[config.mk]
export PLATFORM = sky130hd
export DESIGN_NAME = uart_tx_hs
export DESIGN_NICKNAME = d
export VERILOG_FILES = /design/src/rtl/uart_tx_hs.sv
export SDC_FILE = /design/constraint.sdc
export NUM_CORES = 1
export LEC_CHECK = 0
export ABC_AREA = 1
export ABC_CLOCK_PERIOD_IN_PS = 6500
export CAP_MARGIN = 20
export CORE_ASPECT_RATIO = 0.7
export CORE_MARGIN = 5
export CORE_UTILIZATION = 60
export DETAILED_ROUTE_END_ITERATION = 16
export GPL_ROUTABILITY_DRIVEN = 0
export HOLD_SLACK_MARGIN = 0.03
export PLACE_DENSITY = 0.84
export SYNTH_ARGS = -nofsm -noshare
export SYNTH_HDL_FRONTEND = slang
export SYNTH_SLANG_ARGS = --single-unit
[constraint.sdc]
create_clock -name clk_i -period 6.5 [get_ports clk_i]
set_input_delay 0.65 -clock clk_i [delete_from_list [all_inputs] [get_ports clk_i]]
set_output_delay 0.65 -clock clk_i [all_outputs]
set_load 0.05 [all_outputs]
[src/rtl/uart_tx_hs.sv]
// uart_tx_hs -- UART transmitter with a 1-entry holding register.
//
// Serialises bytes LSB-first: start bit (0), 8 data bits, optional parity
// bit, then one or two stop bits (1). Every bit lasts max(clks_per_bit_i,1)
// clock cycles. A byte queued in the holding register while a frame is in
// flight starts on the cycle right after the last stop bit, with no gap.
//
// Ports:
//   clk_i          system clock
//   rst_i          synchronous, active-high reset
//   clks_per_bit_i clock cycles per bit (0 is treated as 1)
//   parity_en_i    1 = append a parity bit
//   parity_odd_i   1 = odd parity, 0 = even parity
//   two_stop_i     1 = two stop bits
//   tx_valid_i     tx_byte_i is valid
//   tx_byte_i      byte to send
//   tx_ready_o     holding register empty, a byte can be accepted
//   tx_o           serial line (registered)
//   tx_active_o    a frame is in progress
//   tx_done_o      high during the final cycle of the last stop bit
module uart_tx_hs #(
  parameter logic IDLE_LEVEL = 1'b1
) (
  input  logic        clk_i,
  input  logic        rst_i,
  input  logic [15:0] clks_per_bit_i,
  input  logic        parity_en_i,
  input  logic        parity_odd_i,
  input  logic        two_stop_i,
  input  logic        tx_valid_i,
  input  logic [7:0]  tx_byte_i,
  output logic        tx_ready_o,
  output logic        tx_o,
  output logic        tx_active_o,
  output logic        tx_done_o
);

  // Three bits leave three illegal encodings, which recover to IDLE.
  typedef enum logic [2:0] {
    ST_IDLE   = 3'd0,
    ST_START  = 3'd1,
    ST_DATA   = 3'd2,
    ST_PARITY = 3'd3,
    ST_STOP   = 3'd4
  } state_e;

  state_e      state_q, state_d;
  logic [7:0]  hold_q, hold_d;
  logic        hold_valid_q, hold_valid_d;
  logic [7:0]  shift_q, shift_d;
  logic        par_bit_q, par_bit_d;
  logic        par_en_q, par_en_d;
  logic        two_stop_q, two_stop_d;
  logic        second_stop_q, second_stop_d;
  logic [15:0] n_m1_q, n_m1_d;        // bit length minus one, latched per frame
  logic [15:0] clk_cnt_q, clk_cnt_d;
  logic [2:0]  bit_idx_q, bit_idx_d;
  logic        tx_q, tx_d;

  logic accept;
  logic bit_end;
  logic load;
  logic done;

  assign accept  = tx_valid_i && !hold_valid_q;
  assign bit_end = (clk_cnt_q == n_m1_q);

  // NOTE: every signal written here gets its default first, so no path
  // through the case statement can leave one unassigned and infer a latch.
  always_comb begin
    state_d       = state_q;
    hold_d        = hold_q;
    hold_valid_d  = hold_valid_q;
    shift_d       = shift_q;
    par_bit_d     = par_bit_q;
    par_en_d      = par_en_q;
    two_stop_d    = two_stop_q;
    second_stop_d = second_stop_q;
    n_m1_d        = n_m1_q;
    clk_cnt_d     = bit_end ? 16'd0 : clk_cnt_q + 16'd1;
    bit_idx_d     = bit_idx_q;
    tx_d          = tx_q;
    load          = 1'b0;
    done          = 1'b0;

    unique case (state_q)
      ST_IDLE: begin
        tx_d      = IDLE_LEVEL;
        clk_cnt_d = 16'd0;
        load      = hold_valid_q;
      end
      ST_START: begin
        if (bit_end) begin
          state_d   = ST_DATA;
          bit_idx_d = 3'd0;
          tx_d      = shift_q[0];
        end
      end
      ST_DATA: begin
        if (bit_end) begin
          if (bit_idx_q == 3'd7) begin
            second_stop_d = 1'b0;
            if (par_en_q) begin
              state_d = ST_PARITY;
              tx_d    = par_bit_q;
            end else begin
              state_d = ST_STOP;
              tx_d    = 1'b1;
            end
          end else begin
            bit_idx_d = bit_idx_q + 3'd1;
            shift_d   = {1'b0, shift_q[7:1]};
            tx_d      = shift_q[1];
          end
        end
      end
      ST_PARITY: begin
        if (bit_end) begin
          state_d       = ST_STOP;
          second_stop_d = 1'b0;
          tx_d          = 1'b1;
        end
      end
      ST_STOP: begin
        if (bit_end) begin
          if (two_stop_q && !second_stop_q) begin
            second_stop_d = 1'b1;
          end else begin
            done    = 1'b1;
            state_d = ST_IDLE;
            tx_d    = IDLE_LEVEL;
            load    = hold_valid_q;   // chain straight into the next START
          end
        end
      end
      default: begin
        state_d   = ST_IDLE;
        clk_cnt_d = 16'd0;
        tx_d      = IDLE_LEVEL;
      end
    endcase

    // Moving a byte into the shifter also freezes the frame configuration.
    if (load) begin
      state_d       = ST_START;
      tx_d          = 1'b0;
      clk_cnt_d     = 16'd0;
      shift_d       = hold_q;
      par_bit_d     = (^hold_q) ^ parity_odd_i;
      par_en_d      = parity_en_i;
      two_stop_d    = two_stop_i;
      second_stop_d = 1'b0;
      n_m1_d        = (clks_per_bit_i == 16'd0) ? 16'd0 : clks_per_bit_i - 16'd1;
      hold_valid_d  = 1'b0;
    end

    if (accept) begin
      hold_valid_d = 1'b1;
      hold_d       = tx_byte_i;
    end
  end

  // NOTE: sequential state uses non-blocking assignments only, so every
  // register samples the pre-edge values regardless of statement order.
  always_ff @(posedge clk_i) begin
    if (rst_i) begin
      state_q       <= ST_IDLE;
      hold_valid_q  <= 1'b0;
      par_bit_q     <= 1'b0;
      par_en_q      <= 1'b0;
      two_stop_q    <= 1'b0;
      second_stop_q <= 1'b0;
      n_m1_q        <= 16'd0;
      clk_cnt_q     <= 16'd0;
      bit_idx_q     <= 3'd0;
      tx_q          <= IDLE_LEVEL;
    end else begin
      state_q       <= state_d;
      hold_valid_q  <= hold_valid_d;
      par_bit_q     <= par_bit_d;
      par_en_q      <= par_en_d;
      two_stop_q    <= two_stop_d;
      second_stop_q <= second_stop_d;
      n_m1_q        <= n_m1_d;
      clk_cnt_q     <= clk_cnt_d;
      bit_idx_q     <= bit_idx_d;
      tx_q          <= tx_d;
    end
  end

  // NOTE: data-only registers are left out of reset; they are always
  // written before use, guarded by hold_valid_q or the state machine.
  always_ff @(posedge clk_i) begin
    hold_q  <= hold_d;
    shift_q <= shift_d;
  end

  assign tx_ready_o  = !hold_valid_q;
  assign tx_o        = tx_q;
  assign tx_active_o = (state_q != ST_IDLE);
  assign tx_done_o   = done;

endmodule

==> flow_metrics.tcl, run 1 <==
set metrics [dict create \
    yosys_warnings 0 \
    crit_family "buffers and inverters" \
    dp_hpwl_um 5620 \
    routed_wl_um 7710 \
    hold_viol_final 0 \
    yosysTopAreaCell "dfxtp_1" \
    synth.yosys.seq_area_share_pct 40.9 \
    vias_per_cell 5.20 \
    fillers 422 \
    synth.area.top_cells "dfxtp_1, nand2_1, edfxtp_1" \
    cts_tree "built" \
    fin_area_mm2 0.00388 \
    cp_max_fo 13 \
    die_w_um 99.0 \
    wire_per_inst_um 12.9 \
    cts_hold_buf 0 \
    grt_max_degree 22 \
    die_h_um 72.3 \
    yosysTopAreaCellShare_pct 26.5 \
    cts_resized 0 \
    hold_ws_ns 0.454 \
    critPathArrivalTime_ns 2.53 \
    htree_levels 3 \
    ant_nets 0 \
    numCtsBuffers 9 \
    port_buffers 33 \
    slowest_delay_ns 0.82 \
    die_area_mm2 0.00716 \
    first_pass_iters 6 \
    final_common_cell "nand2_1" \
    cp_cell_sequence "inv_1 > nand2_1 > nand2_1 > nor2_1 > nand2_1 > nor2_1 > nand2_1 > nor2_1 > clkdlybuf4s50_1" \
    cp_num_buf_inv 2 \
    grt_pass1_wl_um 12800 \
    clockBufferDepth 2 \
    slew_headroom_pct 41.2 \
    grt_pass1_vias 2776 \
    cts.sinks 60 \
    pin_count 34 \
    crit_required_ns 5.85 \
    drv_cap 0 \
    power_density_mw_per_mm2 352 \
    rsz0062_at_grt "false" \
    crit_slowest_cell "clkdlybuf4s50_1" \
    place_inst 580 \
    insertion_delay_ns 0.34 \
    critPathKind "reg2out" \
    start_util_pct 62.6 \
    worst_slew_pin_slew_ns 0.879 \
    async_flop_share_pct 0 \
    coreArea_mm2 0.00531 \
    min_path_type "reg2reg" \
    synth.distinct_cells 30 \
    ys_ff_latch 60 \
    finalSetupTns_ns 0 \
    layout_common_cells "nand2_1, nor2_1, inv_1" \
    min_period_ns 3.18 \
    drc_errors 0 \
    drive_above_1_share_pct 4.95 \
    ir_drop_uv 203 \
    synthToLayoutAreaGrowth_pct 16.6 \
    synth_edf_count 16 \
    crit_top_cell "nand2_1" \
    synth_nets 518 \
    start_kind "flip-flop" \
    finClkSkew_ns 0.00661 \
    grt_usage_pct 22.2 \
    grt_overflow 0 \
    cp-end-kind "output port" \
    synth_area_mm2 0.00333 \
    drtIter0Drc 289 \
    power.total_uw 1360 \
    via_count 3107 \
    synthFlopType "dfxtp_1" \
    syn_inst 484 \
    rows 22 \
    clockRootBuffer "clkbuf_8" \
    timing.fmax_mhz 314 \
    syn_avg_cell_area_um2 6.87 \
    path_clk_slew_ns 0.07 \
    finalCritPeriodShare_pct 48.9 \
    nNetsFinal 554 \
    instances_no_fill 597 \
    drv_slew 0 \
    setup_violations 0 \
    leakagePower_uw 0.00166 \
    n_antenna_cell 0 \
    antenna_found_initial 0 \
    post_dp_cell_area_mm2 0.00369 \
    outcome "finished clean" \
    post_cts_buffers 0 \
]
state kept, by name, summed over array words and instances (netlist names):
signal	count
n_m1_q	16
clk_cnt_q	16
tx_o	1
par_bit_q	1
shift_q	8
two_stop_q	1
hold_q	8
par_en_q	1
state_q	3
bit_idx_q	3
second_stop_q	1
hold_valid_q	1
layout make-up:
class,instances,area (um2),area share (%)
Tap cell,72,90.1,2.32
Timing Repair Buffer,34,335,8.65
Clock inverter,6,55.1,1.42
Multi-Input combinational cell,346,1650,42.5
Inverter,69,259,6.68
Clock buffer,10,128,3.29
Sequential cell,60,1360,35.1
final timing paths:
| path | depth (start not counted) | to | slack (ns) | startpoint |
|---|---|---|---|---|
| worst min register to register | 2 | par_en_q | 0.45 | par_en_q |
| worst max-delay path | 9 | tx_done_o | 3.32 | clk_cnt_q[3] |
| worst min-delay path | 2 | par_en_q | 0.45 | par_en_q |
| worst max register to register | 12 | state_q[1] | 3.58 | clk_cnt_q[0] |
routing by layer:
layer  vias up  global-route usage (%)  part of all wire (%)
met3        13                    6.34                   9.8
met4         0                    4.85                   1.3
met1      1362                    30.7                    45
li1       1575                       -                     -
met2       157                    35.0                    44
met5         -                       0                     0
cell usage after synthesis, types with 2 or more instances:
master / count
nand2_1: 157
nor2_1: 64
inv_1: 63
dfxtp_1: 44
nor3_1: 24
xor2_1: 24
nand3_1: 18
edfxtp_1: 16
a21oi_1: 15
o21ai_0: 10
xnor2_1: 9
nand4_1: 8
inv_2: 5
buf_2: 4
ha_1: 4
buf_6: 2
clkbuf_1: 2
nor2_2: 2
nor4_1: 2
logic make-up after synthesis:
| family | share of synthesized area, % |
|---|---|
| and+or+nand+nor | 34.4 |
| adders and majority gates | 1.50 |
| AOI/OAI and AO/OA | 4.93 |
| buffers and inverters | 9.52 |
| DFF | 40.9 |
| xor gates and xnor gates | 8.69 |
report_power, final:
part	total [uW]	switching (uW)	internal (uW)
combinational	546	374	172
clock	317	144	173
sequential	500	40.9	459
per-stage QoR:
step | setup slack [ns] | utilization, %
2_1_floorplan | 4.19 | -
3_3_place_gp | 3.64 | 69.4
3_5_place_dp | 3.54 | 69.4
4_1_cts | 3.30 | 72.9
5_1_grt | 3.12 | 73.0
6_report | 3.32 | 73.0
worst min-delay path, stage by stage (launching register included):
cell and delay, ns:
dfxtp_1 0.31, nand2_1 0.06, nand2_1 0.04
No activity file was read; power rests on OpenSTA's default activity.
==> run 2, diff against run 1 <==
Settings changed: ABC_CLOCK_PERIOD_IN_PS 6500 to 3200, CORE_UTILIZATION 60 to 57, PLACE_DENSITY 0.84 to 0.8.
Clock period 6.5 ns to 3.2 ns, I/O delays scaled along.
==> run 2 against run 1 <==
Worst hold slack improved by 0.0032 ns. Sequential share of layout area down 0.35 points. Total power grew 110%. Die area increased by 4.6%. Sequential cell count did not move. Clock skew is 0.0014 ns higher. First-iteration DRC count shrank 37%. Register-to-register slack worse by 2.9 ns. Cell area increased by 1.0%. Global-route usage increased by 0.16 points. Critical path type unchanged. Largest power group unchanged.
==> flow_metrics.tcl, run 2 (same netlist as run 1, synthesis figures left out) <==
set metrics [dict create \
    outcome "finished clean" \
    cts_resized 0 \
    power.share.clock_pct 23.6 \
    p_int_uw 1670 \
    clockRootBuffer "clkbuf_8" \
    switching_power_uw 1140 \
    cts_hold_buf 0 \
    finalSetupTns_ns 0 \
    utilization_pct 68.7 \
    first_pass_iters 5 \
    cp-end-kind "output port" \
    min_path_type "reg2reg" \
    cts_tree "built" \
    via_count 3090 \
    largestRegisters "clk_cnt_q: 16 flops, n_m1_q: 16 flops" \
    timing.fmax_mhz 346 \
    ir_drop_uv 423 \
    fillers 508 \
    finClkSkew_ns 0.00804 \
    setup_slack_ns 0.311 \
    drive_above_1_share_pct 5.49 \
    grt_pass1_wl_um 13100 \
    pin_count 34 \
    final_common_cell "nand2_1" \
    instances_no_fill 603 \
    multiInputGateArea_mm2 0.00165 \
    synthToLayoutAreaGrowth_pct 17.7 \
    nNetsFinal 557 \
    min_period_ns 2.89 \
    r2r.worst_path.cells 13 \
    antenna_found_initial 0 \
    slew_headroom_pct 43.6 \
    crit_required_ns 2.88 \
    grt_max_degree 22 \
    drv_slew 0 \
    drtIter0Drc 183 \
    rsz0062_at_grt "false" \
    drc_errors 0 \
    clockBufferDepth 2 \
    routed_wl_um 7830 \
    numCtsBuffers 9 \
    post_cts_buffers 0 \
    start_kind "flip-flop" \
    die_w_um 101 \
    dp_hpwl_um 5780 \
    htree_levels 3 \
    seqCellArea_mm2 0.00136 \
    ant_nets 0 \
    grt_usage_pct 22.4 \
    coreArea_mm2 0.00570 \
    place_inst 587 \
    worstSetupEndpoint "tx_done_o" \
    worst_slew_pin_slew_ns 0.843 \
    grt_overflow 0 \
    die_h_um 73.9 \
    reg2reg_slack_ns 0.65 \
    critPathArrivalTime_ns 2.57 \
    p_comb_share_pct 40.3 \
    fin_area_mm2 0.00392 \
    cp-startpoint "clk_cnt_q[9]" \
    post_dp_cell_area_mm2 0.00372 \
    grt_pass1_vias 2913 \
    power_density_mw_per_mm2 718 \
    path_clk_slew_ns 0.07 \
    n_antenna_cell 0 \
    rows 23 \
    place_ws_ns 0.656 \
    cp_max_fo 13 \
    start_util_pct 58.4 \
    critPathKind "reg2out" \
    leakagePower_uw 0.00169 \
    finalCritPeriodShare_pct 90.3 \
    setup_violations 0 \
    die_area_mm2 0.00749 \
    insertion_delay_ns 0.34 \
    timing.rr.end "n_m1_q[12]" \
    power_switching_share_pct 40.6 \
    cts.sinks 60 \
    vias_per_cell 5.12 \
    seqPwrFrac_pct 36.1 \
    layout_common_cells "nand2_1, nor2_1, inv_1" \
    port_buffers 33 \
    hold_depth 2 \
    drv_cap 0 \
    wire_per_inst_um 13.0 \
    hold_viol_final 0 \
    r2r_start "clk_cnt_q[9]" \
]
-- run 2: routing by layer --
metal	global-route usage, %	up-vias	share of wire, %
met1	29.6	1370	46
li1	-	1581	-
met3	7.12	17	8.7
met5	0	-	0
met2	34.7	122	44
met4	7.96	0	1.5
-- run 2: power groups by stage --
stage          Clock [uW]  Combinational [uW]  Sequential (uW)
6_report              665                1130             1010
5_1_grt               700                1280             1030
4_1_cts               669                1120             1010
3_5_place_dp            0                1110             1030
3_3_place_gp            0                1080             1020
2_1_floorplan           0                 845             1020
-- run 2: area by class of cell --
cell class              count  share of cell area (%)
flip-flops and latches     60                    34.8
inverters                  69                    6.62
clock buffers              15                    4.79
clock inverters             1                   0.128
multi-input cells         346                    42.1
well taps                  75                    2.40
repair buffers             37                    9.20
-- run 2: worst min path at each step --
stage / from / end
floorplan: tx_byte_i[0] / hold_q[0]
global placement: par_en_q / par_en_q
detailed placement: two_stop_q / two_stop_q
CTS: two_stop_q / two_stop_q
global route: n_m1_q[0] / n_m1_q[0]
finish: two_stop_q / two_stop_q
-- run 2: critical path, cell delays in order, from the launching register on --
cell and delay [ns]:
dfxtp_1 0.37, inv_1 0.12, nand2_1 0.08, nand2_1 0.06
nor2_1 0.09, nand2_1 0.06, nor2_1 0.09, nand2_1 0.32
nor2_1 0.22, clkdlybuf4s50_1 0.82
-- run 2: stage by stage --
stage | hold slack [ns] | total power (uW)
finish | 0.457 | 2810
global placement | 0.442 | 2100
global route | 0.488 | 3000
detailed placement | 0.444 | 2140
floorplan | 0.419 | 1870
CTS | 0.456 | 2800
